**config.mk**
```make
export PLATFORM = sky130hd
export DESIGN_NAME = sim_halt_ctrl
export DESIGN_NICKNAME = d
export VERILOG_FILES = /design/src/rtl/sim_halt_pkg.sv /design/src/rtl/sim_watchdog.sv /design/src/rtl/sim_halt_ctrl.sv
export SDC_FILE = /design/constraint.sdc
export NUM_CORES = 1
export LEC_CHECK = 0
export BUFFER_PORTS_ARGS = -buffer_cell sky130_fd_sc_hd__buf_2
export CAP_MARGIN = 25
export CELL_PAD_IN_SITES_DETAIL_PLACEMENT = 1
export CELL_PAD_IN_SITES_GLOBAL_PLACEMENT = 2
export CORE_MARGIN = 2
export CORE_UTILIZATION = 26
export DETAILED_ROUTE_END_ITERATION = 12
export PLACE_DENSITY = 0.76
export SKIP_LAST_GASP = 1
export SLEW_MARGIN = 20
export SYNTH_ARGS = -nofsm -noshare
export SYNTH_HDL_FRONTEND = slang
export SYNTH_SLANG_ARGS = --single-unit
```
**constraint.sdc**
```tcl
create_clock -name clock -period 2.1 [get_ports clock]
set_clock_uncertainty 0.2 [all_clocks]
set_input_delay 0.105 -clock clock [delete_from_list [all_inputs] [get_ports clock]]
set_output_delay 0.105 -clock clock [all_outputs]
set_load 0.02 [all_outputs]
```
**src/rtl/sim_halt_pkg.sv**
```systemverilog
// Shared types and constants for the simulation-termination controller.
// Latency: n/a (declarations only).
// Backpressure: n/a.
package sim_halt_pkg;

    typedef enum logic [1:0] {
        RUN    = 2'd0,
        DRAIN  = 2'd1,
        HALTED = 2'd2
    } state_e;

    localparam logic [31:0] EBREAK_INST = 32'h0010_0073;

    localparam logic [1:0] CAUSE_NONE    = 2'd0;
    localparam logic [1:0] CAUSE_EBREAK  = 2'd1;
    localparam logic [1:0] CAUSE_TIMEOUT = 2'd2;

    function automatic logic is_ebreak(input logic [31:0] inst);
        return inst == EBREAK_INST;
    endfunction

endpackage

```
**src/rtl/sim_watchdog.sv**
```systemverilog
// No-commit watchdog: counts enabled, uncleared cycles and flags expiry.
// Latency: expired_o asserts combinationally in the WDOG_CYCLES-th idle cycle.
// Backpressure: none; the counter holds (never wraps) once it reaches its last value.
module sim_watchdog #(
    parameter int unsigned WDOG_CYCLES = 1048576
) (
    input  logic clock,
    input  logic reset,
    input  logic clear_i,
    input  logic enable_i,
    output logic expired_o
);

    localparam int unsigned CW = $clog2(WDOG_CYCLES);
    localparam logic [CW-1:0] LAST = CW'(WDOG_CYCLES - 1);

    logic [CW-1:0] cnt_q;
    logic [CW-1:0] cnt_d;
    logic          at_last;

    assign at_last   = (cnt_q == LAST);
    // A clear always takes priority, so a commit in the expiry cycle never times out.
    assign expired_o = enable_i && !clear_i && at_last;

    // Next count: clear to zero, otherwise advance while enabled and not yet at the last value.
    always_comb begin
        cnt_d = cnt_q;
        if (clear_i) begin
            cnt_d = '0;
        end else if (enable_i && !at_last) begin
            cnt_d = cnt_q + CW'(1);
        end
    end

    // Counter register with synchronous reset.
    always_ff @(posedge clock) begin
        if (reset) begin
            cnt_q <= '0;
        end else begin
            cnt_q <= cnt_d;
        end
    end

endmodule

```
**src/rtl/sim_halt_ctrl.sv**
```systemverilog
// Ends simulation on ebreak commit or no-commit timeout, after the pipeline drains.
// Latency: fetch_stall one cycle after detection; halt one cycle after pipe_empty is seen in DRAIN.
// Backpressure: fetch_stall holds fetch from DRAIN onward; DRAIN lasts until pipe_empty.
module sim_halt_ctrl
    import sim_halt_pkg::*;
#(
    parameter int unsigned XLEN        = 64,
    parameter int unsigned WDOG_CYCLES = 1048576,
    parameter int unsigned CNT_W       = 64
) (
    input  logic             clock,
    input  logic             reset,
    input  logic             commit_valid,
    input  logic [31:0]      commit_inst,
    input  logic [XLEN-1:0]  commit_pc,
    input  logic             pipe_empty,
    input  logic [XLEN-1:0]  a0_value,
    output logic             fetch_stall,
    output logic             halt,
    output logic [1:0]       halt_cause,
    output logic [XLEN-1:0]  halt_pc,
    output logic [XLEN-1:0]  exit_code,
    output logic             good_trap,
    output logic [CNT_W-1:0] retired
);

    state_e            state_q, state_d;
    logic [1:0]        cause_q, cause_d;
    logic [XLEN-1:0]   halt_pc_q, halt_pc_d;
    logic [XLEN-1:0]   exit_q, exit_d;
    logic              good_q, good_d;
    logic [CNT_W-1:0]  retired_q, retired_d;
    logic [XLEN-1:0]   last_pc_q, last_pc_d;

    logic              wdog_clear;
    logic              wdog_en;
    logic              wdog_expired;

    // The watchdog only runs in RUN; DRAIN and HALTED freeze it.
    assign wdog_en    = (state_q == RUN);
    assign wdog_clear = (state_q == RUN) && commit_valid;

    sim_watchdog #(
        .WDOG_CYCLES (WDOG_CYCLES)
    ) u_wdog (
        .clock     (clock),
        .reset     (reset),
        .clear_i   (wdog_clear),
        .enable_i  (wdog_en),
        .expired_o (wdog_expired)
    );

    // Next-state and capture logic; an ebreak commit is checked before watchdog expiry.
    always_comb begin
        state_d   = state_q;
        cause_d   = cause_q;
        halt_pc_d = halt_pc_q;
        exit_d    = exit_q;
        good_d    = good_q;
        retired_d = retired_q;
        last_pc_d = last_pc_q;
        case (state_q)
            RUN: begin
                if (commit_valid) begin
                    retired_d = (&retired_q) ? retired_q : retired_q + CNT_W'(1);
                    last_pc_d = commit_pc;
                    if (is_ebreak(commit_inst)) begin
                        halt_pc_d = commit_pc;
                        cause_d   = CAUSE_EBREAK;
                        state_d   = DRAIN;
                    end
                end else if (wdog_expired) begin
                    halt_pc_d = last_pc_q;
                    cause_d   = CAUSE_TIMEOUT;
                    state_d   = DRAIN;
                end
            end
            DRAIN: begin
                if (pipe_empty) begin
                    exit_d  = a0_value;
                    good_d  = (cause_q == CAUSE_EBREAK) && (a0_value == '0);
                    state_d = HALTED;
                end
            end
            HALTED: begin
                state_d = HALTED;
            end
            default: begin
                state_d = RUN;
            end
        endcase
    end

    // State and capture registers with synchronous reset.
    always_ff @(posedge clock) begin
        if (reset) begin
            state_q   <= RUN;
            cause_q   <= CAUSE_NONE;
            halt_pc_q <= '0;
            exit_q    <= '0;
            good_q    <= 1'b0;
            retired_q <= '0;
            last_pc_q <= '0;
        end else begin
            state_q   <= state_d;
            cause_q   <= cause_d;
            halt_pc_q <= halt_pc_d;
            exit_q    <= exit_d;
            good_q    <= good_d;
            retired_q <= retired_d;
            last_pc_q <= last_pc_d;
        end
    end

    // Outputs are pure decodes of registered state.
    assign fetch_stall = (state_q != RUN);
    assign halt        = (state_q == HALTED);
    assign halt_cause  = cause_q;
    assign halt_pc     = halt_pc_q;
    assign exit_code   = exit_q;
    assign good_trap   = good_q;
    assign retired     = retired_q;

endmodule

```
Yosys cells after proc, flatten, opt, wreduce, memory -nomap -nowiden

Index checks and enable logic that the tools add are counted.

Bits in registers: 281
Bits of input ports: 164
Output and inout bits: 197

Add/subtract/negate cells: 2
Bitwise operators: 1
Multiplexer cells: 10
Equal/unequal tests: 9
Reductions and logical operators: 18

Operators by type and width:

| operator                                                                 | number |
|---|---|
| 64-bit 2-to-1 mux                                                        | 3 |
| 64-bit by 1-bit adder with 64-bit output (second input constant)         | 1 |
| 64-bit zero test                                                         | 1 |
| 64-bit AND reduction                                                     | 1 |
| 32-bit by 21-bit equality test with 1-bit output (second input constant) | 1 |
| 20-bit by 1-bit adder with 20-bit output (second input constant)         | 1 |
| 20-bit equality test (second input constant)                             | 1 |
| 2-bit 2-to-1 mux                                                         | 6 |
| 3-bit AND reduction                                                      | 3 |
| 3-bit inequality test (second input constant)                            | 2 |
| 2-bit case mux with 3 select lines                                       | 1 |
| 1-bit logical AND                                                        | 5 |
| 2-bit by 1-bit equality test with 1-bit output (second input constant)   | 2 |
| 2-bit AND reduction                                                      | 2 |
| 2-bit nonzero test                                                       | 2 |
| 2-bit equality test (second input constant)                              | 1 |
| 1-bit zero test                                                          | 2 |
| 2-bit zero test                                                          | 1 |
| 2-bit by 1-bit inequality test with 1-bit output (second input constant) | 1 |
| 2-bit inequality test (second input constant)                            | 1 |
| 2-bit OR reduction                                                       | 1 |
| 1-bit inverter                                                           | 1 |

Longest topological paths before layout

Word-level depth: 8
Depth in mapped cells: 9
Mapped depth without buffers: 8

By module

A second synthesis with hierarchy kept.

Cell total of the unflattened synthesis: 1551
Area, all modules: 12453.2 sq um

Modules (own cells, without submodules):

| module        | area an instance (sq um) | instances | cells each | seq. area each (sq um) |
|---|---|---|---|---|
| sim_halt_ctrl | 11329.6                  | 1         | 1420       | 5225.0 |
| sim_watchdog  | 1123.6                   | 1         | 131        | 400.4 |

Worst setup path after synthesis

Ideal clock, no wire load.

Kind: register -> register
From: register retired_q[20] (netlist: retired[20])
To: register retired_q[17] (netlist: retired[17])
Cell stages (with the launch flop): 9
Path slack: -0.372 ns
Arrival: 2.145 ns
Period minus slack after synthesis: 2.472 ns
Required time: 1.772 ns
Cells stage by stage: dfxtp_1 and4_1 nand3_2 or4_4 o21ai_1 buf_2 buf_6 xor2_1 nor2_1

Cells in the longest elaborated chain, start to end: 3

RTL lines:

| what                          | line                 | source |
|---|---|---|
| start: declaration            | sim_halt_ctrl.sv:32  | `logic [CNT_W-1:0] retired_q, retired_d;` |
| start signal: assignment      | sim_halt_ctrl.sv:110 | `retired_q <= retired_d;` |
| 64-bit AND reduction          | sim_halt_ctrl.sv:65  | `retired_d = (&retired_q) ? retired_q : retired_q + CNT_W'(1);` |
| 1-bit inverter (no line)      | n/a                  |  |
| 3-bit AND reduction (no line) | n/a                  |  |

Every way passes these cells.
A chain may end at the register's enable or synchronous reset.

Final worst setup path

From: register retired_q[43] (netlist: retired[43])
To: register retired_q[39] (netlist: retired[39])

Same word-level chain as after synthesis.

==> results.toml <==
[grt]
grt_antenna_before_repair = 2
grt_pass1_vias = 14700
grt_pass1_wl_um = 80500
grt_util_all_layers = 0.212
globalRoute.totalOverflow = 0
grt_max_degree = 72

[hold_path]
min_from = "commit_inst[9]"
hold_depth = 7
min_path_type = "in2reg"
min_to = "halt_cause[0]"

[critical_path]
ff2ff_setup_slack_ns = -0.25
cp.depth = 10
ff2ff_path_depth = 10
worstPathCellList = "buf_6, nand4_1, nor4_4, nand4_1, buf_6, o21ai_4, buf_6, buf_8, or4_4, a21oi_2"
slowest_stage = "nor4_4"
start_kind = "flop"
cpMostUsedCell = "buf_6"
max_stage_delay_ns = 0.36
crit_type = "reg2reg"
critPathTopFamily = "simple AND/OR/NAND/NOR gates"
critPathBufInv = 4
cp_max_fo = 6
reg2reg_from = "retired[43]"
critPathArrivalTime_ns = 2.57
worstPathRequired_ns = 2.31
r2r-end = "retired[39]"
crit_path_end_kind = "flop"

[power_and_ir_drop]
total_power_uw = 12200
p_seq_frac = 0.442
clockPowerShare = 0.484
leakage_uw = 0.00866
p_switching_uw = 2940
switching_share = 0.240
intPower_uw = 9300
powerDensity_mw_per_mm2 = 588
p_comb_frac = 0.074
peakVddDrop_mv = 0.565

[synthesis]
synth-seq-cells = 281
synth_edf_count = 0
synth-async-reset-ratio = 0
synth_cell_types = 55
ys_seq_area_frac = 0.472
syn_area_per_cell_um2 = 8.22
synth_warnings = 0
syn-instance-count = 1450
syn_nets = 1620
syn_area_mm2 = 0.0119
synth_ff_type = "dfxtp_1"

[cells_and_area]
stdcell_count = 2813
final_common_cell = "buf_2"
regArea_mm2 = 0.00579
drive_gt1_frac = 0.448
multiInputGateArea_mm2 = 0.00707
syn_to_final_growth_pct = 74.8
fillers = 5322
nets = 2357
mostFrequentLayoutCells = "buf_2, nand2_1, buf_4"
postLayoutCoreUtil = 0.460

[clock_network]
tritoncts = "done"
clk_pin_slew_ns = 0.06
cts_buffer_depth = 3
clkSinkCount = 281
htreeDepth = 2
cts_root_buffer = "clkbuf_16"
insertion_delay_ns = 0.53
cts_buffers = 36

[detailed_routing]
ant_nets = 0
avgViaCountPerCell = 4.91
first_pass_iters = 4
wl_per_cell_um = 18.9
drt_iter0_drc = 549
wl_um = 53200
drc_errors = 0
vias = 13800

[outcome]
violations = "setup timing"
outcome = "finished, violations left"

[place]
place_congestion = 0.813
hpwlAfterDp_um = 33400
dpl.cell_count = 2525
port_buffers = 360

[sta]
period_minus_slack_ns = 2.35
hold_viol = 0
worst-slew-pin-transition_ns = 0.945
finalMaxSlewViolations = 0
rsz0062_at_grt = "yes"
max_freq_mhz = 425
finalCritPeriodShare = 1.12
setup_viol = 100
fin_ws_ns = -0.253
slew_headroom = 0.370

[floorplanning]
die_w_um = 218
start_util = 0.263
coreArea_mm2 = 0.0453
dieArea_mm2 = 0.0475
die_h_um = 218
num_rows = 78
ios = 361

[run]
cap_violations = 0
[synthesized netlist by cell type, types with 20 or more instances]
| cell type | count | area, um^2 |
|---|---|---|
| nor2_1 | 111 | 417 |
| mux2i_1 | 51 | 510 |
| xnor2_1 | 21 | 184 |
| or4_1 | 21 | 158 |
| a21oi_1 | 193 | 966 |
| a211oi_1 | 48 | 360 |
| o21ai_0 | 28 | 140 |
| or3_1 | 25 | 156 |
| and4_1 | 21 | 184 |
| nand4_1 | 40 | 250 |
| dfxtp_1 | 281 | 5630 |
| nor4_1 | 30 | 188 |
| nand3_1 | 30 | 150 |
| o31ai_1 | 20 | 150 |
| clkbuf_1 | 68 | 255 |
| nand2_1 | 316 | 1190 |
[repair_timing]
| item | 4_1_cts | 5_1_grt |
|---|---|---|
| hold buffers | 130 | 0 |
| hold endpoints to repair | 233 | 0 |
| endpoints found under the setup margin | 127 | 141 |
| cloned | 12 | 5 |
| setup buffers | 49 | 42 |
| pin swaps | 77 | 105 |
| resized for setup | 156 | 169 |
[registers in the layout, indices dropped and copies added, names as in the netlist]
signal        flops
exit_code        64
u_wdog.cnt_q     20
halt_pc          64
retired          64
halt_cause        2
state_q           2
good_trap         1
last_pc_q        64
[power groups by stage]
stage / sequential, uW / clock [uW] / combinational [uW]
5_1_grt: 5420 / 6340 / 981
3_5_place_dp: 5520 / 0 / 620
2_1_floorplan: 5520 / 0 / 286
4_1_cts: 5400 / 6120 / 872
6_report: 5410 / 5920 / 903
3_3_place_gp: 5520 / 0 / 603
[worst register-to-register path, stage by stage (launching register included)]
cell and delay, ns:
dfxtp_4 0.35, buf_6 0.10, nand4_1 0.23, nor4_4 0.36
nand4_1 0.16, buf_6 0.17, o21ai_4 0.21, buf_6 0.14
buf_8 0.13, or4_4 0.13, a21oi_2 0.05
[logic make-up after synthesis]
kind of cell             after synthesis  share of synthesized area
adder cells (fa/ha/maj)                6                    0.00630
flip-flops                           281                      0.472
multiplexers                          56                     0.0476
AO/OA/AOI/OAI                        321                      0.156
AND/OR/NAND/NOR                      652                      0.261
XOR/XNOR                              29                     0.0213
buffers and inverters                105                     0.0351
[per-layer routing]
metal / global-route usage / routed length (um) / vias to the layer above
met5: 0 / 0 / -
met4: 0.0655 / 1480 / 0
met3: 0.0579 / 3220 / 95
met2: 0.368 / 26300 / 330
met1: 0.252 / 22200 / 6767
li1: - / - / 6627
[layout make-up]
class | instances | area share
diodes | 2 | 0.000240
flip-flops and latches | 281 | 0.278
well taps | 600 | 0.0361
clock buffers | 51 | 0.0489
inverters | 15 | 0.00282
repair buffers | 789 | 0.291
multi-input cells | 1064 | 0.339
clock inverters | 11 | 0.00397
[worst max path at each step]
stage          slack (ns)     endpoint         from
2_1_floorplan       -0.13  retired[52]   retired[4]
3_3_place_gp        -0.18   retired[4]  retired[43]
3_5_place_dp        -0.23  halt_pc[55]   state_q[1]
4_1_cts             -0.15  retired[61]  retired[20]
5_1_grt             -0.32   retired[1]  retired[43]
6_report            -0.25  retired[39]  retired[43]
[metrics by stage]
stage / area [um^2] / worst slack [ns] / hold WS [ns] / TNS [ns]
final: 20800 / -0.253 / 0.124 / -11.30
after CTS: 19800 / -0.154 / 0.0913 / -6.14
after global placement: 16100 / -0.180 / 0.157 / -12.23
after global routing: 20800 / -0.322 / 0.146 / -21.49
after floorplan: 12200 / -0.129 / 0.0410 / -1.69
after detailed placement: 16100 / -0.226 / 0.165 / -15.07
Note: power is estimated with default switching activity, not from simulation.
